**src/rtl/fast_pkg.sv**
```systemverilog
// Shared types and constants for the FAST corner-score scheduling slice.
package fast_pkg;

  localparam int unsigned SCORE_W  = 13;
  localparam int unsigned FAST_LAT = 5;
  localparam int unsigned TAG_XW   = 11;
  localparam int unsigned TAG_YW   = 11;

  typedef struct packed {
    logic              is_corner;
    logic [TAG_XW-1:0] x;
    logic [TAG_YW-1:0] y;
    logic              sof;
    logic              eof;
  } fast_tag_t;

  typedef struct packed {
    logic [SCORE_W-1:0] score;
    logic               corner;
    logic [TAG_XW-1:0]  x;
    logic [TAG_YW-1:0]  y;
    logic               sof;
    logic               eof;
  } fast_result_t;

endpackage

```
**src/rtl/fast_tag_pipe.sv**
```systemverilog
// Enable-gated shift register carrying valid + tag alongside the score datapath.
module fast_tag_pipe
  import fast_pkg::*;
#(
  parameter int unsigned LAT = FAST_LAT
) (
  input  logic           clk,
  input  logic           rst,
  input  logic           en,
  input  logic           in_vld,
  input  fast_tag_t      in_tag,
  output logic [LAT-1:0] vld,
  output fast_tag_t      out_tag
);

  logic [LAT-1:0] vld_q, vld_d;
  fast_tag_t      tag_q [LAT];
  fast_tag_t      tag_d [LAT];

  always_comb begin
    vld_d = vld_q;
    tag_d = tag_q;
    if (en) begin
      vld_d[0] = in_vld;
      tag_d[0] = in_tag;
      for (int i = 1; i < LAT; i++) begin
        vld_d[i] = vld_q[i-1];
        tag_d[i] = tag_q[i-1];
      end
    end
  end

  // Tag payload needs no reset: it is only observed when its valid bit is set.
  always_ff @(posedge clk) begin
    if (rst) vld_q <= '0;
    else     vld_q <= vld_d;
    tag_q <= tag_d;
  end

  assign vld     = vld_q;
  assign out_tag = tag_q[LAT-1];

endmodule

```
**src/rtl/fast_score_sched.sv**
```systemverilog
// Sequencer for the shared FAST score datapath: clock enable, tag alignment,
// backpressure, min-score qualification and per-frame corner counting.
module fast_score_sched
  import fast_pkg::*;
#(
  parameter int unsigned LAT     = FAST_LAT,
  parameter int unsigned XW      = TAG_XW,
  parameter int unsigned YW      = TAG_YW,
  parameter int unsigned SCORE_W = fast_pkg::SCORE_W,
  parameter int unsigned CNT_W   = 16
) (
  input  logic               clk,
  input  logic               rst,
  input  logic               in_valid,
  output logic               in_ready,
  input  logic               in_is_corner,
  input  logic [XW-1:0]      in_x,
  input  logic [YW-1:0]      in_y,
  input  logic               in_sof,
  input  logic               in_eof,
  input  logic [SCORE_W-1:0] cfg_min_score,
  output logic               score_ce,
  input  logic [SCORE_W-1:0] score_in,
  output logic               out_valid,
  input  logic               out_ready,
  output logic [SCORE_W-1:0] out_score,
  output logic               out_corner,
  output logic [XW-1:0]      out_x,
  output logic [YW-1:0]      out_y,
  output logic               out_sof,
  output logic               out_eof,
  output logic [CNT_W-1:0]   frame_corners,
  output logic               frame_done
);

  logic         stall, fire;
  logic [LAT-1:0] vld;
  fast_tag_t    in_tag, out_tag;
  fast_result_t res;

  assign in_tag = '{is_corner: in_is_corner, x: in_x, y: in_y, sof: in_sof, eof: in_eof};

  // in_ready depends combinationally on out_ready; this path is intentional.
  assign stall     = out_valid && !out_ready;
  assign in_ready  = !stall;
  assign score_ce  = !stall && (in_valid || (|vld));
  assign out_valid = vld[LAT-1];
  assign fire      = out_valid && out_ready;

  fast_tag_pipe #(
    .LAT (LAT)
  ) u_tag_pipe (
    .clk     (clk),
    .rst     (rst),
    .en      (score_ce),
    .in_vld  (in_valid && in_ready),
    .in_tag  (in_tag),
    .vld     (vld),
    .out_tag (out_tag)
  );

  always_comb begin
    res.corner = out_tag.is_corner && (score_in >= cfg_min_score);
    res.score  = res.corner ? score_in : '0;
    res.x      = out_tag.x;
    res.y      = out_tag.y;
    res.sof    = out_tag.sof;
    res.eof    = out_tag.eof;
  end

  assign out_score  = res.score;
  assign out_corner = res.corner;
  assign out_x      = res.x;
  assign out_y      = res.y;
  assign out_sof    = res.sof;
  assign out_eof    = res.eof;

  logic [CNT_W-1:0] count_q, count_d, count_base;
  logic [CNT_W-1:0] frame_corners_q, frame_corners_d;
  logic             frame_done_q, frame_done_d;

  always_comb begin
    count_d         = count_q;
    frame_corners_d = frame_corners_q;
    frame_done_d    = 1'b0;
    count_base      = res.sof ? '0 : count_q;
    if (fire) begin
      count_d = (res.corner && !(&count_base)) ? count_base + CNT_W'(1) : count_base;
      if (res.eof) begin
        frame_corners_d = count_d;
        frame_done_d    = 1'b1;
      end
    end
  end

  always_ff @(posedge clk) begin
    if (rst) begin
      count_q         <= '0;
      frame_corners_q <= '0;
      frame_done_q    <= 1'b0;
    end else begin
      count_q         <= count_d;
      frame_corners_q <= frame_corners_d;
      frame_done_q    <= frame_done_d;
    end
  end

  assign frame_corners = frame_corners_q;
  assign frame_done    = frame_done_q;

endmodule

```
**config.mk**
```make
export PLATFORM = sky130hd
export DESIGN_NAME = fast_score_sched
export DESIGN_NICKNAME = d
export VERILOG_FILES = /design/src/rtl/fast_pkg.sv /design/src/rtl/fast_tag_pipe.sv /design/src/rtl/fast_score_sched.sv
export SDC_FILE = /design/constraint.sdc
export NUM_CORES = 1
export LEC_CHECK = 0
export CAP_MARGIN = 20
export CORE_MARGIN = 4
export CORE_UTILIZATION = 28
export CTS_BUF_LIST = sky130_fd_sc_hd__clkbuf_8
export CTS_CLUSTER_SIZE = 14
export DETAILED_ROUTE_END_ITERATION = 8
export GPL_TIMING_DRIVEN = 0
export PLACE_DENSITY = 0.58
export SLEW_MARGIN = 20
export SYNTH_ARGS = -nofsm -noshare
export SYNTH_HDL_FRONTEND = slang
export SYNTH_SLANG_ARGS = --single-unit
export TNS_END_PERCENT = 100
```
**constraint.sdc**
```tcl
create_clock -name clk -period 24.5 [get_ports clk]
set_clock_uncertainty 0.2 [all_clocks]
set_input_delay 3.675 -clock clk [delete_from_list [all_inputs] [get_ports clk]]
set_output_delay 3.675 -clock clk [all_outputs]
set_load 0.1 [all_outputs]
```
; Word-level counts from Yosys, hierarchy flattened
; Index checks and enable logic that the tools add are counted.
[word_totals]
ff_bits = 163
inputBits = 55
out_inout_bits = 58
elab_cells = 50
[op_classes]
add_sub_neg = 1
order_cmp = 1
n_mux = 4
n_bitwise = 1
n_reduce_logical = 14
[op_table]
columns = operator, n
row1 = 2-to-1 mux 16 bit, 2
row2 = adder 16 x 1 -> 16 bit (second input constant), 1
row3 = AND reduction 16 bit, 1
row4 = >= comparator 13 bit, 1
row5 = 2-to-1 mux 13 bit, 1
row6 = logical AND 1 bit, 6
row7 = OR reduction 5 bit, 1
row8 = logical NOT 1 bit, 3
row9 = AND reduction 2 bit, 1
row10 = OR reduction 2 bit, 1
row11 = logical OR 1 bit, 1
row12 = 2-to-1 mux 1 bit, 1
row13 = NOT 1 bit, 1

; Logic depth before layout (Yosys ltp)
[depth]
depth_word = 5
depth_mapped = 11
depth_no_buf = 10

; Hierarchy
; From an unflattened synthesis, not the netlist that was laid out.
[unflattened]
hier_cells = 479
area_unflattened_um2 = 6525.0
[by_module_without_submodules]
columns = mod, instances, cells_per_inst, area_each_um2
row1 = fast_tag_pipe, 1, 166, 4121.5
row2 = fast_score_sched, 1, 313, 2403.6

; Worst setup path after synthesis
; No wires, ideal clock.
[synth_timing]
kind = input-to-output
from = in out_ready
to = out score_ce
arrival_time_ps = 11215
t_required_ps = 20625
path_slack_ps = 9410
cell_stages = 2
path_cell_list = nor2b_1 a21oi_1
[synth_via]
elab_chain_len = 4
[synth_rtl]
columns = element, line
row1 = from (decl), fast_score_sched.sv:25  ; input logic out_ready,
row2 = logical NOT 1 bit, fast_score_sched.sv:44  ; assign stall = out_valid && !out_ready;
row3 = logical AND 1 bit, fast_score_sched.sv:44
row4 = logical NOT 1 bit, fast_score_sched.sv:46  ; assign score_ce = !stall && (in_valid || (|vld));
row5 = logical AND 1 bit, fast_score_sched.sv:46
row6 = to (decl), fast_score_sched.sv:22  ; output logic score_ce,
; Every way passes these cells.

; Worst setup path in the final report
[layout_timing]
from = in cfg_min_score[8]
to = out out_score[1]
[layout_via]
elab_chain_len = 3
[layout_rtl]
columns = element, line
row1 = from (decl), fast_score_sched.sv:21  ; input logic [SCORE_W-1:0] cfg_min_score,
row2 = >= comparator 13 bit, fast_score_sched.sv:63  ; res.corner = out_tag.is_corner && (score_in >= cfg_min_score);
row3 = logical AND 1 bit, fast_score_sched.sv:63
row4 = 2-to-1 mux 13 bit, fast_score_sched.sv:64  ; res.score = res.corner ? score_in : '0;
row5 = to (decl), fast_score_sched.sv:26  ; output logic [SCORE_W-1:0] out_score,
; Every way passes these cells.

==> results.yml <==
status:
  outcome: "complete, no violations"
placed_design:
  port_buffers: 111
  place_hpwl_um: 8950
  dpl_cell_area_um2: 7960
  routabilityCongestion: 0.819
  dp_slack_ns: 13.23
  place_inst: 858
clock_tree:
  clkSinkCount: 163
  cts_tree: "yes"
  holdBufCountCts: 0
  cts_resized: 0
  cts_setup_buffers: 0
  cts_root_buffer: "clkbuf_8"
  htreeDepth: 4
  clkTransAtPathRegs_ns: 0.10
  cts_buffers: 17
  clock_path_buffers: 2
  clock_latency_ns: 0.45
worst_setup_path:
  critPathArrivalTime_ns: 7.33
  critPathBufInv: 5
  crit_type: "input port to primary output"
  crit_fanout: 10
  slowest_stage: "clkdlybuf4s50_1"
  cp_data_required_time_ns: 20.62
  crit_path_cell_trace: "clkdlybuf4s50_1 > inv_1 > ha_1 > a41o_1 > a21oi_1 > a2bb2oi_1 > o31a_1 > inv_1 > clkbuf_1 > and2_1 > clkdlybuf4s50_1"
  endpoint_kind: "primary output"
  cpLargestDelayFamily: "buffers and inverters"
  max_stage_delay_ns: 0.97
  cp-start-kind: "input port"
synthesis:
  async_reset_ff_frac: 0
  ys_seq_area_frac: 0.711
  syn_area_um2: 6340
  synthesis.instances: 462
  synth_flop_cell: "edfxtp_1"
  ys_ff_latch: 163
  synth_nets: 531
  ys_types: 55
  yosys_warnings: 0
  synth_enable_flop_cells: 125
  syn_area_per_cell_um2: 13.7
die:
  die_w_um: 159
  io_pins: 113
  start_util: 0.288
  rows: 54
  coreArea_um2: 22000
  die_h_um: 159
  dieArea_um2: 25100
global_routing:
  grt_pass1_wl_um: 20100
  grt_util_all_layers: 0.103
  first_global_vias: 4023
  grt_max_degree: 27
  grt-ovfl-total: 0
  antenna_found_initial: 0
power_and_ir_drop:
  ir_drop_v: 0.0000355
  leakagePower_uw: 0.00298
  powerDensity_nw_per_um2: 76.2
worst_hold_path:
  hold_class: "register to register"
detailed_routing:
  vias: 3940
  wirelength_um: 12700
  wl_per_cell_um: 14.2
  drtIter0Drc: 207
  first_pass_iters: 4
  ant_nets: 0
  avgViaCountPerCell: 4.43
  drc_errors: 0
sta:
  setup_violations: 0
  slew_viol_final: 0
  finalCriticalPeriod_ns: 11.20
  tightest_slew_ns: 1.00
  max_freq_ghz: 0.0893
  hold_viol: 0
  grt_setup_unrepaired: "no"
  max_slew_margin: 0.331
  setup_tns_ns: 0
  fin_ws_ns: 13.30
  finalCritPeriodShare: 0.457
final_layout:
  stdcell_count: 890
  num_antenna_cells: 0
  layout_commonest_cell: "edfxtp_1"
  final_util: 0.380
  areaGrowthSynthToFinish_pct: 31.7
  most-common-layout-cells: "125 x edfxtp_1, 111 x clkdlybuf4s50_1, 39 x nand2_1"
  final_nets: 666
  drive_gt1_frac: 0.116
  design_area_um2: 8360
job:
  max-cap-violations: 0
worst register-to-register path, cell delays in order, from the launching register on:
cell and delay [ns]:
edfxtp_1 0.58, and2b_1 0.27, ha_1 0.23, and3_1 0.24
and4_1 0.20, and3_1 0.17, buf_6 0.13, or4_4 0.50
or3_1 0.32, a31oi_1 0.17
path summary, 6_finish.rpt:
path / cells after the start / slack [ns] / endpoint / start
worst max-delay path: 11 / 13.30 / out_score[1] / cfg_min_score[8]
worst min-delay path: 0 / 0.21 / u_tag_pipe.tag_q[27]$_DFFE_PP_ / u_tag_pipe.tag_q[52]$_DFFE_PP_
worst max register to register: 9 / 21.44 / count_q[10]$_SDFFE_PP0P_ / u_tag_pipe.out_tag[1]$_DFFE_PP_
worst min register to register: 0 / 0.21 / u_tag_pipe.tag_q[27]$_DFFE_PP_ / u_tag_pipe.tag_q[52]$_DFFE_PP_
Yosys cell counts, types with 4 or more instances:
cell type | number | area [um^2]
a211oi_1 | 8 | 60.1
dfxtp_1 | 38 | 761
nor2_1 | 31 | 116
nand4_1 | 5 | 31.3
nand2_1 | 39 | 146
buf_4 | 22 | 165
o21ai_0 | 11 | 55.1
a31oi_1 | 8 | 50.1
and3_1 | 6 | 37.5
nor3_1 | 6 | 30.0
inv_1 | 16 | 60.1
clkbuf_1 | 12 | 45.0
mux2i_1 | 5 | 50.1
nand3_1 | 9 | 45.0
a21o_1 | 4 | 30.0
ha_1 | 14 | 175
a21oi_1 | 22 | 110
xnor2_1 | 10 | 87.6
nand2b_1 | 4 | 25.0
and2_1 | 14 | 87.6
edfxtp_1 | 125 | 3750
nor2b_1 | 6 | 37.5
sequential cells by signal (all words and copies together), names as in the netlist:
register and cells:
u_tag_pipe.tag_q 100, frame_done 1, count_q 16, u_tag_pipe.out_tag 25
frame_corners 16, u_tag_pipe.vld 5
metrics by stage:
stage | power (uW) | hold slack, ns
floorplan | 418 | 0.200
global placement | 449 | 0.201
finish | 637 | 0.211
CTS | 647 | 0.214
global route | 664 | 0.221
detailed placement | 450 | 0.205
cell families (layout without fill, tap and decap cells):
group / after synthesis / in the layout / share of synthesized area
AOI/OAI and AO/OA: 68 / 68 / 0.0678
xor gates and xnor gates: 11 / 11 / 0.0152
muxes: 5 / 5 / 0.00789
and+or+nand+nor: 147 / 147 / 0.124
buffers and inverters: 54 / 202 / 0.0463
DFF: 163 / 163 / 0.711
adders and majority gates: 14 / 14 / 0.0276
layout make-up:
| class | count | area, um^2 |
|---|---|---|
| Sequential cell | 163 | 4510 |
| Tap cell | 280 | 350 |
| Clock buffer | 17 | 234 |
| Multi-Input combinational cell | 245 | 1550 |
| Buffer | 38 | 234 |
| Clock inverter | 15 | 170 |
| Fill cell | 2088 | 13700 |
| Timing Repair Buffer | 116 | 1250 |
| Inverter | 16 | 60.1 |
metal layers:
metal / vias to the layer above / track usage / share of wire / wire length, um
met5: - / 0 / 0 / 0
met2: 125 / 0.165 / 0.46 / 5850
li1: 1945 / - / - / -
met4: 0 / 0.0374 / 0.014 / 183
met3: 13 / 0.0318 / 0.056 / 712
met1: 1857 / 0.132 / 0.47 / 5940
power by group:
group	switching (uW)	internal [uW]	leakage, uW
Combinational	76.2	33.0	0.00120
Clock	116	78.4	0.000203
Sequential	6.62	327	0.00157
Note: power is estimated with default switching activity, not from simulation.
